==> src/rtl/morse_game_pkg.sv <==
// Shared definitions for the Morse number game controller.
//   game_state_e : controller FSM states
//   LFSR_POLY    : Galois feedback mask for x^8+x^6+x^5+x^4+1 (right-shifting form)
//   lfsr_next    : one LFSR step
//   lfsr_digit   : folds the low nibble of the LFSR into 0..9
//   bcd_inc_sat  : two-digit BCD increment saturating at 99
//   level_time   : seconds per round for a level, never below 1
package morse_game_pkg;

  typedef enum logic [2:0] {
    IDLE   = 3'd0,
    LOAD   = 3'd1,
    WAIT   = 3'd2,
    RESULT = 3'd3,
    DONE   = 3'd4
  } game_state_e;

  // Bits 7,5,4,3 receive the feedback bit as it is shifted out of bit 0.
  localparam logic [7:0] LFSR_POLY = 8'hB8;

  function automatic logic [7:0] lfsr_next(input logic [7:0] s);
    if (s[0]) begin
      return {1'b0, s[7:1]} ^ LFSR_POLY;
    end else begin
      return {1'b0, s[7:1]};
    end
  endfunction

  // Nibbles 10..15 fold onto 4..9 so every value maps to a decimal digit.
  function automatic logic [3:0] lfsr_digit(input logic [7:0] s);
    if (s[3:0] < 4'd10) begin
      return s[3:0];
    end else begin
      return s[3:0] - 4'd6;
    end
  endfunction

  function automatic logic [7:0] bcd_inc_sat(input logic [3:0] tens, input logic [3:0] ones);
    if ((tens == 4'd9) && (ones == 4'd9)) begin
      return {tens, ones};
    end else if (ones == 4'd9) begin
      return {tens + 4'd1, 4'd0};
    end else begin
      return {tens, ones + 4'd1};
    end
  endfunction

  function automatic logic [3:0] level_time(input int lvl, input int base, input int step);
    int t;
    t = base - (lvl * step);
    if (t < 1) begin
      return 4'd1;
    end else if (t > 15) begin
      return 4'd15;
    end else begin
      return t[3:0];
    end
  endfunction

endpackage

==> src/rtl/morse_game_ctrl_if.sv <==
// Player-side and display-side signal bundle of the game controller.
//   master : difficulty selector / authentication / buttons (drives the inputs)
//   slave  : morse_game_ctrl (drives digit, timer, result and score outputs)
interface morse_game_ctrl_if #(
  parameter int LVL_W = 2
);
  logic             logged_in;
  logic [LVL_W-1:0] level;
  logic             start;
  logic             load;
  logic [3:0]       user_digit;
  logic             logout_req;
  logic [3:0]       number;
  logic             number_valid;
  logic [3:0]       secs_left;
  logic             timeout;
  logic             correct;
  logic [3:0]       score_ones;
  logic [3:0]       score_tens;
  logic [6:0]       round_idx;
  logic             game_over;
  logic             logout_done;

  modport master (
    output logged_in, level, start, load, user_digit, logout_req,
    input  number, number_valid, secs_left, timeout, correct,
           score_ones, score_tens, round_idx, game_over, logout_done
  );

  modport slave (
    input  logged_in, level, start, load, user_digit, logout_req,
    output number, number_valid, secs_left, timeout, correct,
           score_ones, score_tens, round_idx, game_over, logout_done
  );
endinterface

==> src/rtl/morse_game_ctrl_round_timer.sv <==
// Round countdown: a prescaler dividing clk down to seconds plus a 4-bit
// seconds counter.
//   clk, rst   : clock, synchronous active-high reset
//   clr        : zero prescaler and seconds (highest priority)
//   load       : reload prescaler, seconds <= load_secs
//   load_secs  : starting seconds for the round
//   en         : count down this cycle
//   secs_left  : registered remaining seconds
//   last_tick  : seconds==1 and the prescaler is about to wrap, i.e. an
//                enabled count this cycle ends the round
module round_timer #(
  parameter int TICKS_PER_SEC = 50_000_000
) (
  input  logic       clk,
  input  logic       rst,
  input  logic       clr,
  input  logic       load,
  input  logic [3:0] load_secs,
  input  logic       en,
  output logic [3:0] secs_left,
  output logic       last_tick
);
  localparam int            PW         = (TICKS_PER_SEC > 1) ? $clog2(TICKS_PER_SEC) : 1;
  localparam logic [PW-1:0] PRESC_MAX  = PW'(TICKS_PER_SEC - 1);
  localparam logic [PW-1:0] PRESC_ZERO = {PW{1'b0}};
  localparam logic [PW-1:0] PRESC_ONE  = PW'(1);

  logic [PW-1:0] presc_r;
  logic [3:0]    secs_r;

  assign secs_left = secs_r;
  assign last_tick = (secs_r == 4'd1) && (presc_r == PRESC_ZERO);

  // Prescaler and seconds counter; counting stops once seconds reach zero.
  always_ff @(posedge clk) begin
    if (rst) begin
      presc_r <= PRESC_ZERO;
      secs_r  <= 4'd0;
    end else if (clr) begin
      presc_r <= PRESC_ZERO;
      secs_r  <= 4'd0;
    end else if (load) begin
      presc_r <= PRESC_MAX;
      secs_r  <= load_secs;
    end else if (en && (secs_r != 4'd0)) begin
      if (presc_r == PRESC_ZERO) begin
        presc_r <= PRESC_MAX;
        secs_r  <= secs_r - 4'd1;
      end else begin
        presc_r <= presc_r - PRESC_ONE;
      end
    end
  end
endmodule

==> src/rtl/morse_game_ctrl.sv <==
// Morse number game controller serving NUM_LEVELS difficulty levels.
// Presents a pseudo-random digit each round, counts down the level's time,
// checks the player's entry and keeps a saturating two-digit BCD score.
//   clk, rst : clock, synchronous active-high reset
//   bus      : morse_game_ctrl_if.slave -- logged_in/level/start/load/
//              user_digit/logout_req in; number/number_valid/secs_left/
//              timeout/correct/score_*/round_idx/game_over/logout_done out
module morse_game_ctrl
  import morse_game_pkg::*;
#(
  parameter int         NUM_LEVELS    = 3,
  parameter int         TICKS_PER_SEC = 50_000_000,
  parameter int         TIME_BASE     = 9,
  parameter int         TIME_STEP     = 2,
  parameter int         ROUNDS        = 10,
  parameter int         RESULT_TICKS  = 25_000_000,
  parameter logic [7:0] LFSR_SEED     = 8'hA5
) (
  input logic              clk,
  input logic              rst,
  morse_game_ctrl_if.slave bus
);
  localparam int            LVL_W     = (NUM_LEVELS > 1) ? $clog2(NUM_LEVELS) : 1;
  localparam int            LVL_MAX   = NUM_LEVELS - 1;
  localparam int            RW        = (RESULT_TICKS > 1) ? $clog2(RESULT_TICKS) : 1;
  localparam logic [RW-1:0] RES_MAX   = RW'(RESULT_TICKS - 1);
  localparam logic [RW-1:0] RES_ZERO  = {RW{1'b0}};
  localparam logic [RW-1:0] RES_ONE   = RW'(1);
  localparam logic [6:0]    ROUNDS_V  = 7'(ROUNDS);

  game_state_e state_r, state_nxt_s;
  logic [7:0]       lfsr_r, lfsr_nxt_s;
  logic [LVL_W-1:0] lvl_r, lvl_nxt_s, lvl_pick_s;
  logic [3:0]       number_r, number_nxt_s;
  logic             valid_r, valid_nxt_s;
  logic             timeout_r, timeout_nxt_s;
  logic             correct_r, correct_nxt_s;
  logic [3:0]       ones_r, ones_nxt_s, tens_r, tens_nxt_s;
  logic [6:0]       round_r, round_nxt_s;
  logic             over_r, over_nxt_s;
  logic             logout_done_r, logout_done_nxt_s;
  logic [RW-1:0]    rcnt_r, rcnt_nxt_s;
  logic [7:0]       score_inc_s;
  logic             clear_s;
  logic             tmr_load_s, tmr_en_s, tmr_last_s;
  logic [3:0]       tmr_secs_s, tmr_secs_load_s;

  // Logout always wins; losing authentication aborts a game silently.
  assign clear_s         = bus.logout_req || (!bus.logged_in && (state_r != IDLE));
  assign tmr_load_s      = (state_r == LOAD);
  // A submitted answer freezes the countdown in the cycle it arrives.
  assign tmr_en_s        = (state_r == WAIT) && !bus.load;
  assign tmr_secs_load_s = level_time(32'(lvl_r), TIME_BASE, TIME_STEP);
  assign score_inc_s     = bcd_inc_sat(tens_r, ones_r);

  round_timer #(.TICKS_PER_SEC(TICKS_PER_SEC)) u_timer (
    .clk       (clk),
    .rst       (rst),
    .clr       (clear_s),
    .load      (tmr_load_s),
    .load_secs (tmr_secs_load_s),
    .en        (tmr_en_s),
    .secs_left (tmr_secs_s),
    .last_tick (tmr_last_s)
  );

  // Out-of-range level selections clamp to the hardest level.
  always_comb begin
    lvl_pick_s = LVL_W'(bus.level);
    if (int'(bus.level) > LVL_MAX) begin
      lvl_pick_s = LVL_W'(LVL_MAX);
    end else begin
      lvl_pick_s = LVL_W'(bus.level);
    end
  end

  // Next-state and next-output logic for the game FSM.
  always_comb begin
    state_nxt_s       = state_r;
    lfsr_nxt_s        = lfsr_r;
    lvl_nxt_s         = lvl_r;
    number_nxt_s      = number_r;
    valid_nxt_s       = valid_r;
    timeout_nxt_s     = 1'b0;
    correct_nxt_s     = correct_r;
    ones_nxt_s        = ones_r;
    tens_nxt_s        = tens_r;
    round_nxt_s       = round_r;
    over_nxt_s        = over_r;
    logout_done_nxt_s = 1'b0;
    rcnt_nxt_s        = rcnt_r;

    case (state_r)
      IDLE, DONE: begin
        if (bus.start && bus.logged_in) begin
          state_nxt_s = LOAD;
          lvl_nxt_s   = lvl_pick_s;
          ones_nxt_s  = 4'd0;
          tens_nxt_s  = 4'd0;
          round_nxt_s = 7'd1;
          over_nxt_s  = 1'b0;
        end else begin
          state_nxt_s = state_r;
        end
      end
      LOAD: begin
        lfsr_nxt_s   = lfsr_next(lfsr_r);
        number_nxt_s = lfsr_digit(lfsr_nxt_s);
        valid_nxt_s  = 1'b1;
        state_nxt_s  = WAIT;
      end
      WAIT: begin
        if (bus.load) begin
          correct_nxt_s = (bus.user_digit == number_r);
          if (bus.user_digit == number_r) begin
            {tens_nxt_s, ones_nxt_s} = score_inc_s;
          end else begin
            {tens_nxt_s, ones_nxt_s} = {tens_r, ones_r};
          end
          rcnt_nxt_s  = RES_MAX;
          state_nxt_s = RESULT;
        end else if (tmr_last_s) begin
          timeout_nxt_s = 1'b1;
          correct_nxt_s = 1'b0;
          rcnt_nxt_s    = RES_MAX;
          state_nxt_s   = RESULT;
        end else begin
          state_nxt_s = WAIT;
        end
      end
      RESULT: begin
        if (rcnt_r == RES_ZERO) begin
          correct_nxt_s = 1'b0;
          if (round_r == ROUNDS_V) begin
            state_nxt_s = DONE;
            over_nxt_s  = 1'b1;
            valid_nxt_s = 1'b0;
          end else begin
            round_nxt_s = round_r + 7'd1;
            state_nxt_s = LOAD;
          end
        end else begin
          rcnt_nxt_s = rcnt_r - RES_ONE;
        end
      end
      default: begin
        state_nxt_s = IDLE;
      end
    endcase

    // Abort path overrides whatever the state logic chose this cycle.
    if (clear_s) begin
      state_nxt_s       = IDLE;
      lfsr_nxt_s        = lfsr_r;
      number_nxt_s      = 4'd0;
      valid_nxt_s       = 1'b0;
      timeout_nxt_s     = 1'b0;
      correct_nxt_s     = 1'b0;
      ones_nxt_s        = 4'd0;
      tens_nxt_s        = 4'd0;
      round_nxt_s       = 7'd0;
      over_nxt_s        = 1'b0;
      rcnt_nxt_s        = RES_ZERO;
      logout_done_nxt_s = bus.logout_req;
    end else begin
      logout_done_nxt_s = 1'b0;
    end
  end

  // State and output registers; reset also reseeds the digit generator.
  always_ff @(posedge clk) begin
    if (rst) begin
      state_r       <= IDLE;
      lfsr_r        <= LFSR_SEED;
      lvl_r         <= {LVL_W{1'b0}};
      number_r      <= 4'd0;
      valid_r       <= 1'b0;
      timeout_r     <= 1'b0;
      correct_r     <= 1'b0;
      ones_r        <= 4'd0;
      tens_r        <= 4'd0;
      round_r       <= 7'd0;
      over_r        <= 1'b0;
      logout_done_r <= 1'b0;
      rcnt_r        <= RES_ZERO;
    end else begin
      state_r       <= state_nxt_s;
      lfsr_r        <= lfsr_nxt_s;
      lvl_r         <= lvl_nxt_s;
      number_r      <= number_nxt_s;
      valid_r       <= valid_nxt_s;
      timeout_r     <= timeout_nxt_s;
      correct_r     <= correct_nxt_s;
      ones_r        <= ones_nxt_s;
      tens_r        <= tens_nxt_s;
      round_r       <= round_nxt_s;
      over_r        <= over_nxt_s;
      logout_done_r <= logout_done_nxt_s;
      rcnt_r        <= rcnt_nxt_s;
    end
  end

  assign bus.number       = number_r;
  assign bus.number_valid = valid_r;
  assign bus.secs_left    = tmr_secs_s;
  assign bus.timeout      = timeout_r;
  assign bus.correct      = correct_r;
  assign bus.score_ones   = ones_r;
  assign bus.score_tens   = tens_r;
  assign bus.round_idx    = round_r;
  assign bus.game_over    = over_r;
  assign bus.logout_done  = logout_done_r;
endmodule

==> src/flat_wrapper.sv <==
// flat-port wrapper written by rule: the top's interface ports become plain ports
module morse_game_ctrl_flat import morse_game_pkg::*;
#(
  parameter int         NUM_LEVELS    = 3,
  parameter int         TICKS_PER_SEC = 50_000_000,
  parameter int         TIME_BASE     = 9,
  parameter int         TIME_STEP     = 2,
  parameter int         ROUNDS        = 10,
  parameter int         RESULT_TICKS  = 25_000_000,
  parameter logic [7:0] LFSR_SEED     = 8'hA5
)
  (clk, rst, bus_logged_in, bus_level, bus_start, bus_load, bus_user_digit, bus_logout_req, bus_number, bus_number_valid, bus_secs_left, bus_timeout, bus_correct, bus_score_ones, bus_score_tens, bus_round_idx, bus_game_over, bus_logout_done);
  morse_game_ctrl_if #(.LVL_W(2)) bus_i ();
  input logic clk;
  input logic rst;
  input wire logic [$bits(bus_i.logged_in)-1:0] bus_logged_in;
  input wire logic [$bits(bus_i.level)-1:0] bus_level;
  input wire logic [$bits(bus_i.start)-1:0] bus_start;
  input wire logic [$bits(bus_i.load)-1:0] bus_load;
  input wire logic [$bits(bus_i.user_digit)-1:0] bus_user_digit;
  input wire logic [$bits(bus_i.logout_req)-1:0] bus_logout_req;
  output wire logic [$bits(bus_i.number)-1:0] bus_number;
  output wire logic [$bits(bus_i.number_valid)-1:0] bus_number_valid;
  output wire logic [$bits(bus_i.secs_left)-1:0] bus_secs_left;
  output wire logic [$bits(bus_i.timeout)-1:0] bus_timeout;
  output wire logic [$bits(bus_i.correct)-1:0] bus_correct;
  output wire logic [$bits(bus_i.score_ones)-1:0] bus_score_ones;
  output wire logic [$bits(bus_i.score_tens)-1:0] bus_score_tens;
  output wire logic [$bits(bus_i.round_idx)-1:0] bus_round_idx;
  output wire logic [$bits(bus_i.game_over)-1:0] bus_game_over;
  output wire logic [$bits(bus_i.logout_done)-1:0] bus_logout_done;
  assign bus_i.logged_in = bus_logged_in;
  assign bus_i.level = bus_level;
  assign bus_i.start = bus_start;
  assign bus_i.load = bus_load;
  assign bus_i.user_digit = bus_user_digit;
  assign bus_i.logout_req = bus_logout_req;
  assign bus_number = bus_i.number;
  assign bus_number_valid = bus_i.number_valid;
  assign bus_secs_left = bus_i.secs_left;
  assign bus_timeout = bus_i.timeout;
  assign bus_correct = bus_i.correct;
  assign bus_score_ones = bus_i.score_ones;
  assign bus_score_tens = bus_i.score_tens;
  assign bus_round_idx = bus_i.round_idx;
  assign bus_game_over = bus_i.game_over;
  assign bus_logout_done = bus_i.logout_done;
  morse_game_ctrl #(.NUM_LEVELS(NUM_LEVELS), .TICKS_PER_SEC(TICKS_PER_SEC), .TIME_BASE(TIME_BASE), .TIME_STEP(TIME_STEP), .ROUNDS(ROUNDS), .RESULT_TICKS(RESULT_TICKS), .LFSR_SEED(LFSR_SEED)) u_core (.clk(clk), .rst(rst), .bus(bus_i));
endmodule
==> config.mk <==
export PLATFORM = sky130hd
export DESIGN_NAME = morse_game_ctrl_flat
export DESIGN_NICKNAME = d
export VERILOG_FILES = /design/src/rtl/morse_game_pkg.sv /design/src/rtl/morse_game_ctrl_if.sv /design/src/rtl/morse_game_ctrl_round_timer.sv /design/src/rtl/morse_game_ctrl.sv /design/src/flat_wrapper.sv
export SDC_FILE = /design/constraint.sdc
export NUM_CORES = 1
export LEC_CHECK = 0
export CORE_MARGIN = 10
export CORE_UTILIZATION = 58
export CTS_CLUSTER_SIZE = 14
export DETAILED_ROUTE_END_ITERATION = 12
export GPL_ROUTABILITY_DRIVEN = 0
export PLACE_DENSITY = 0.87
export SYNTH_ARGS = -nofsm -noshare
export SYNTH_HDL_FRONTEND = slang
export SYNTH_SLANG_ARGS = --single-unit
==> constraint.sdc <==
create_clock -name clk -period 2.6 [get_ports clk]
set_input_delay 0.65 -clock clk [delete_from_list [all_inputs] [get_ports clk]]
set_output_delay 0.65 -clock clk [all_outputs]
set_load 0.01 [all_outputs]
==> results of run 1 <==
report_power, final:
part	total [uW]	switching [uW]	internal, uW
clock network	985	511	475
logic	239	140	98.6
registers	1440	17.9	1420
total	2660	669	2000
what timing repair did:
item / CTS / global route
endpoints found under the hold margin: 0 / 0
resized for setup: 0 / 4
buffers inserted: 0 / 0
endpoints found under the setup margin: 0 / 4
metrics by stage:
step                total power [uW]   util
global route                    2740  0.708
detailed placement              1700  0.679
global placement                1700  0.679
floorplan                       1620      -
CTS                             2670  0.706
finish                          2660  0.708
final timing paths:
path / endpoint / start
worst max register to register: u_core.state_r[2]$_SDFFE_PP0P_ / u_core.rcnt_r[5]$_SDFFE_PP0P_
worst min register to register: u_core.lfsr_r[6]$_SDFFE_PP0P_ / u_core.lfsr_r[7]$_SDFFE_PP1P_
worst max-delay path: u_core.u_timer.secs_left[2]$_SDFFE_PP0P_ / bus_load
worst min-delay path: u_core.lfsr_r[6]$_SDFFE_PP0P_ / u_core.lfsr_r[7]$_SDFFE_PP1P_
layout by cell type, fill, tap and decap left out, drive strengths merged, types with 4 or more instances in the layout:
| cell type | synthesis | layout |
|---|---|---|
| nand2b | 6 | 6 |
| o21ai | 17 | 17 |
| nor3b | 5 | 5 |
| xor2 | 29 | 29 |
| nand3 | 13 | 13 |
| a211oi | 6 | 6 |
| ha | 14 | 14 |
| clkbuf | 12 | 11 |
| nand3b | 8 | 8 |
| nor2 | 64 | 64 |
| o31ai | 5 | 5 |
| or3 | 11 | 11 |
| xnor2 | 21 | 21 |
| a21oi | 54 | 54 |
| nor3 | 17 | 17 |
| nor4 | 21 | 21 |
| o21a | 4 | 4 |
| clkdlybuf4s50 | 0 | 39 |
| nand4 | 8 | 8 |
| or4 | 7 | 7 |
| buf | 7 | 30 |
| inv | 12 | 13 |
| a311oi | 5 | 5 |
| and3 | 5 | 5 |
| nand2 | 57 | 57 |
| dfxtp | 92 | 92 |
layer usage:
| layer | part of all wire | track usage |
|---|---|---|
| met1 | 0.42 | 0.208 |
| met2 | 0.50 | 0.316 |
| met3 | 0.056 | 0.0472 |
| met4 | 0.025 | 0.0895 |
| met5 | 0 | 0 |
layout make-up:
class	instances	area (um^2)
multi-input combinational	409	2610
fill	544	2250
sequential	92	1840
timing repair buffer	69	616
clock buffer	11	141
tap	102	128
clock inverter	5	60.1
inverter	12	45.0
worst max-delay path: stages:
cell and delay (ns):
clkdlybuf4s50_1 0.43, or4b_1 0.52, or2_1 0.30, nor4_4 0.31, buf_4 0.17, nand2_1 0.06, xor2_1 0.14, a21oi_1 0.15
sequential cells by signal (all words and copies together) (netlist names), 2 cells and up:
register / cells
u_core.bus.round_idx: 7
u_core.lvl_r: 2
u_core.bus.score_tens: 4
u_core.lfsr_r: 8
u_core.rcnt_r: 25
u_core.u_timer.secs_left: 4
u_core.bus.score_ones: 4
u_core.bus.number: 4
u_core.u_timer.presc_r: 26
u_core.state_r: 3
cells by family (layout without fill, tap and decap cells):
group	after synthesis	after routing
fa+ha+maj	14	14
flops	92	92
simple gates	237	237
compound gates	104	104
mux	4	4
buf+inv	31	97
xor+xnor	50	50
==> metrics.cfg, run 1 <==
[status]
outcome = finished clean

[floorplanning]
die_area_mm2 = 0.0118
core_area_mm2 = 0.00769
die_y_um = 109
die_w_um = 109
io_pins = 40
placement_rows = 32
start_util = 0.596

[timing]
max_freq_mhz = 410
final_hold_viol_count = 0
setup_ws_ns = 0.161
hold-worst-slack_ns = 0.469
tightestPinTransition_ns = 0.675
setup_viol = 0
report.final.slew_viol_count = 0
fin_skew_ns = 0.0105
rsz0062_at_grt = no
period_minus_slack_ns = 2.44
finalCritPeriodShare = 0.938
max_slew_margin = 0.546
tns_ns = 0

[synth]
synth_cell_type_count = 56
avgSynthCellArea_um2 = 8.61
synth_compound_area_frac = 0.140
synth_area_leaders = dfxtp_1 40%, a21oi_1 5.8%, xor2_1 5.5%, nor2_1 5.2%, nand2_1 4.5%
ys_warn_count = 0
synthXorXnorAreaFrac = 0.0956
ys_seq_elements = 92
synthTopCellsByCount = 92 x dfxtp_1, 63 x nor2_1, 55 x nand2_1, 53 x a21oi_1, 29 x xor2_1
synthArstFlopShare = 0
synth_top_area_frac = 0.402
synth_top_cell_by_area = dfxtp_1
synthFlopType = dfxtp_1
syn_inst = 532
synth.area.mux_share = 0.00902
synth_top_family_by_area = simple AND/OR/NAND/NOR gates
ys_seq_area_frac = 0.402
syn-num-nets = 558
synthMostInstantiatedCell = dfxtp_1
synth_edf_count = 0
mappedNetlistArea_mm2 = 0.00458
synth_adder_area_share = 0.0383
synth_simple_gate_area_frac = 0.281

[global_route]
grt_pass1_vias = 3988
antenna_found_initial = 0
grt_overflow = 0
grt_first_pass_wirelength_um = 18000
grt_max_degree = 24
grt_usage = 0.184

[layout]
areaGrowthSynthToFinish_pct = 18.8
diodes = 0
final_nets = 619
drive_above_1_share = 0.114
final_area_mm2 = 0.00544
final_cells = 700

[power_and_ir_drop]
p_leak_uw = 0.00192
peakVddDrop_uv = 291
p_per_area_mw_per_mm2 = 490

[placed_design]
portBuffers = 39
place_inst = 684
place_ws_ns = -0.180
placed_area_mm2 = 0.00522
detailed_place_hpwl_um = 7730

[clock_network]
clk_pin_slew_ns = 0.09
htree_levels = 3
clkLatencyLatePin_ns = 0.37
cts_root_buf = clkbuf_8
clock_sink_count = 92
cts_buffers = 9
clockBufferDepth = 2
tritoncts = done
hold_buffers = 0

[critical_path]
worst-path-max-fanout = 4
worstSetupPathType = in -> reg
r2r_cells = 6
arrival_ns = 2.73
ff2ff_setup_slack_ns = 0.23
worst_ep_required_time_ns = 2.89
cp-end-kind = flop
startpoint_type = primary input

[detailed_routing]
drc = 0
via_per_inst = 5.86
wl_um = 10900
wl_per_cell_um = 15.5
detailedRoute.firstIterationViolations = 232
vias = 4103
dr.pass1.iters = 4
ant_nets = 0

[min_path]
worstHoldPathCells = 2
hold_path_class = reg -> reg

[flow_run]
cap_violations = 0

(Power assumes the default switching activity.)
==> run 2, diff against run 1 <==
==> constraint.sdc (replaced) <==
create_clock -name clk -period 2.6 [get_ports clk]
set_input_delay 0.26 -clock clk [delete_from_list [all_inputs] [get_ports clk]]
set_output_delay 0.26 -clock clk [all_outputs]
set_load 0.01 [all_outputs]
==> metrics.cfg, run 2 (synthesized netlist as in run 1, its figures left out) <==
[clock_network]
cts_root_buf = clkbuf_8
tritoncts = done
clk_pin_slew_ns = 0.09
clock_sink_count = 92
cts_resized = 0
hold_buffers = 0
clockBufferDepth = 2
htree_levels = 3
post_cts_buffers = 0
cts_buffers = 9
clkLatencyLatePin_ns = 0.37

[global_route]
top_usage_layer = met2
grt_overflow = 0
grt_first_pass_wirelength_um = 19000
antenna_found_initial = 0
use_met2 = 0.329
grt_util_met1 = 0.226
grt_usage = 0.194
grt_pass1_vias = 4176
grtUsageMet3 = 0.0466
grt_max_degree = 26

[placed_design]
detailed_place_hpwl_um = 7840
portBuffers = 39
place_inst = 674

[layout]
diodes = 0
fillCellCount = 574
areaGrowthSynthToFinish_pct = 17.9
top_regs = u_core.u_timer.presc_r: 26 flops, u_core.rcnt_r: 25 flops, u_core.lfsr_r: 8 flops
largest_reg_flops = 26
top_register = u_core.u_timer.presc_r
drive_above_1_share = 0.0952
utilization = 0.702
final_cells = 690
final_nets = 609
layout_commonest_cell = dfxtp_1
final_cell_mix = 92 x dfxtp_1, 63 x nor2_1, 55 x nand2_1, 53 x a21oi_1, 39 x clkdlybuf4s50_1

[critical_path]
worstSetupStartpoint = u_core.u_timer.presc_r[14]$_SDFFE_PP0P_
ff2ff_setup_slack_ns = 0.14
startpoint_type = flop
worst-path-max-fanout = 12
arrival_ns = 2.75
cp-end-kind = flop
worst_ep_required_time_ns = 2.89
worstSetupPathType = reg -> reg
r2r_cells = 6
crit_path_end = u_core.rcnt_r[6]$_SDFFE_PP0P_
r2r_start = u_core.u_timer.presc_r[14]$_SDFFE_PP0P_
rr_endpoint = u_core.rcnt_r[6]$_SDFFE_PP0P_

[detailed_routing]
detailedRoute.firstIterationViolations = 265
ant_nets = 0
wl_per_cell_um = 16.4
dr.pass1.iters = 5
wl_um = 11300
via_per_inst = 5.99
vias = 4135
drc = 0

[timing]
finalCritPeriodShare = 0.946
max_freq_mhz = 407
hold-worst-slack_ns = 0.459
setup_viol = 0
tns_ns = 0
period_minus_slack_ns = 2.46
report.final.slew_viol_count = 0
rsz0062_at_grt = no
tightestPinTransition_ns = 0.740
fin_skew_ns = 0.00908
final_hold_viol_count = 0
max_slew_margin = 0.502

[min_path]
hold_path_class = reg -> reg

[status]
outcome = finished clean

[floorplanning]
die_w_um = 109
die_area_mm2 = 0.0118
io_pins = 40
core_area_mm2 = 0.00769
placement_rows = 32
die_y_um = 109
start_util = 0.596

[power_and_ir_drop]
p_leak_uw = 0.00189
p_per_area_mw_per_mm2 = 528
peakVddDrop_uv = 342

[flow_run]
cap_violations = 0

run 2: area by class of cell:
type	instances	area (um^2)	share of cell area
flip-flops and latches	92	1840	0.341
inverters	12	45.0	0.00834
repair buffers	59	541	0.100
multi-input cells	409	2600	0.481
well taps	102	128	0.0236
clock inverters	7	123	0.0227
clock buffers	9	124	0.0229
run 2: worst min path at each step:
stage | start | end | slack (ns) | cells past startpoint
floorplan | rst | u_core.bus.logout_done$_SDFF_PP0_ | 0.33 | 1
global placement | u_core.lfsr_r[7]$_SDFFE_PP1P_ | u_core.lfsr_r[6]$_SDFFE_PP0P_ | 0.44 | 2
detailed placement | u_core.lfsr_r[7]$_SDFFE_PP1P_ | u_core.lfsr_r[6]$_SDFFE_PP0P_ | 0.45 | 2
CTS | u_core.lfsr_r[7]$_SDFFE_PP1P_ | u_core.lfsr_r[6]$_SDFFE_PP0P_ | 0.46 | 2
global route | u_core.lfsr_r[7]$_SDFFE_PP1P_ | u_core.lfsr_r[6]$_SDFFE_PP0P_ | 0.47 | 2
finish | u_core.lfsr_r[7]$_SDFFE_PP1P_ | u_core.lfsr_r[6]$_SDFFE_PP0P_ | 0.46 | 2
run 2: power by group:
group / switching [uW] / internal [uW]
combinational: 137 / 92.2
clock: 536 / 643
sequential: 17.4 / 1420
run 2: per-layer routing:
| layer | part of all wire | up-vias | wire [um] |
|---|---|---|---|
| li1 | - | 1985 | - |
| met4 | 0.023 | 0 | 256 |
| met3 | 0.062 | 30 | 695 |
| met1 | 0.42 | 1977 | 4710 |
| met2 | 0.50 | 143 | 5620 |
| met5 | 0 | - | 0 |
run 2: per-stage QoR:
stage / cell area [um^2] / total power, uW / worst slack, ns
final: 5400 / 2850 / 0.141
after detailed placement: 5150 / 1700 / 0.132
after CTS: 5390 / 2850 / 0.126
after floorplan: 4580 / 1620 / 0.392
after global routing: 5400 / 2920 / 0.0313
after global placement: 5150 / 1690 / 0.203
run 2: worst max-delay path: stages, from the launching register on:
cell and delay, ns:
dfxtp_1 0.36, nor4_2 0.47, nand4_4 0.18, o41ai_4 0.45, a21oi_2 0.22, or4_1 0.53
a21oi_1 0.17
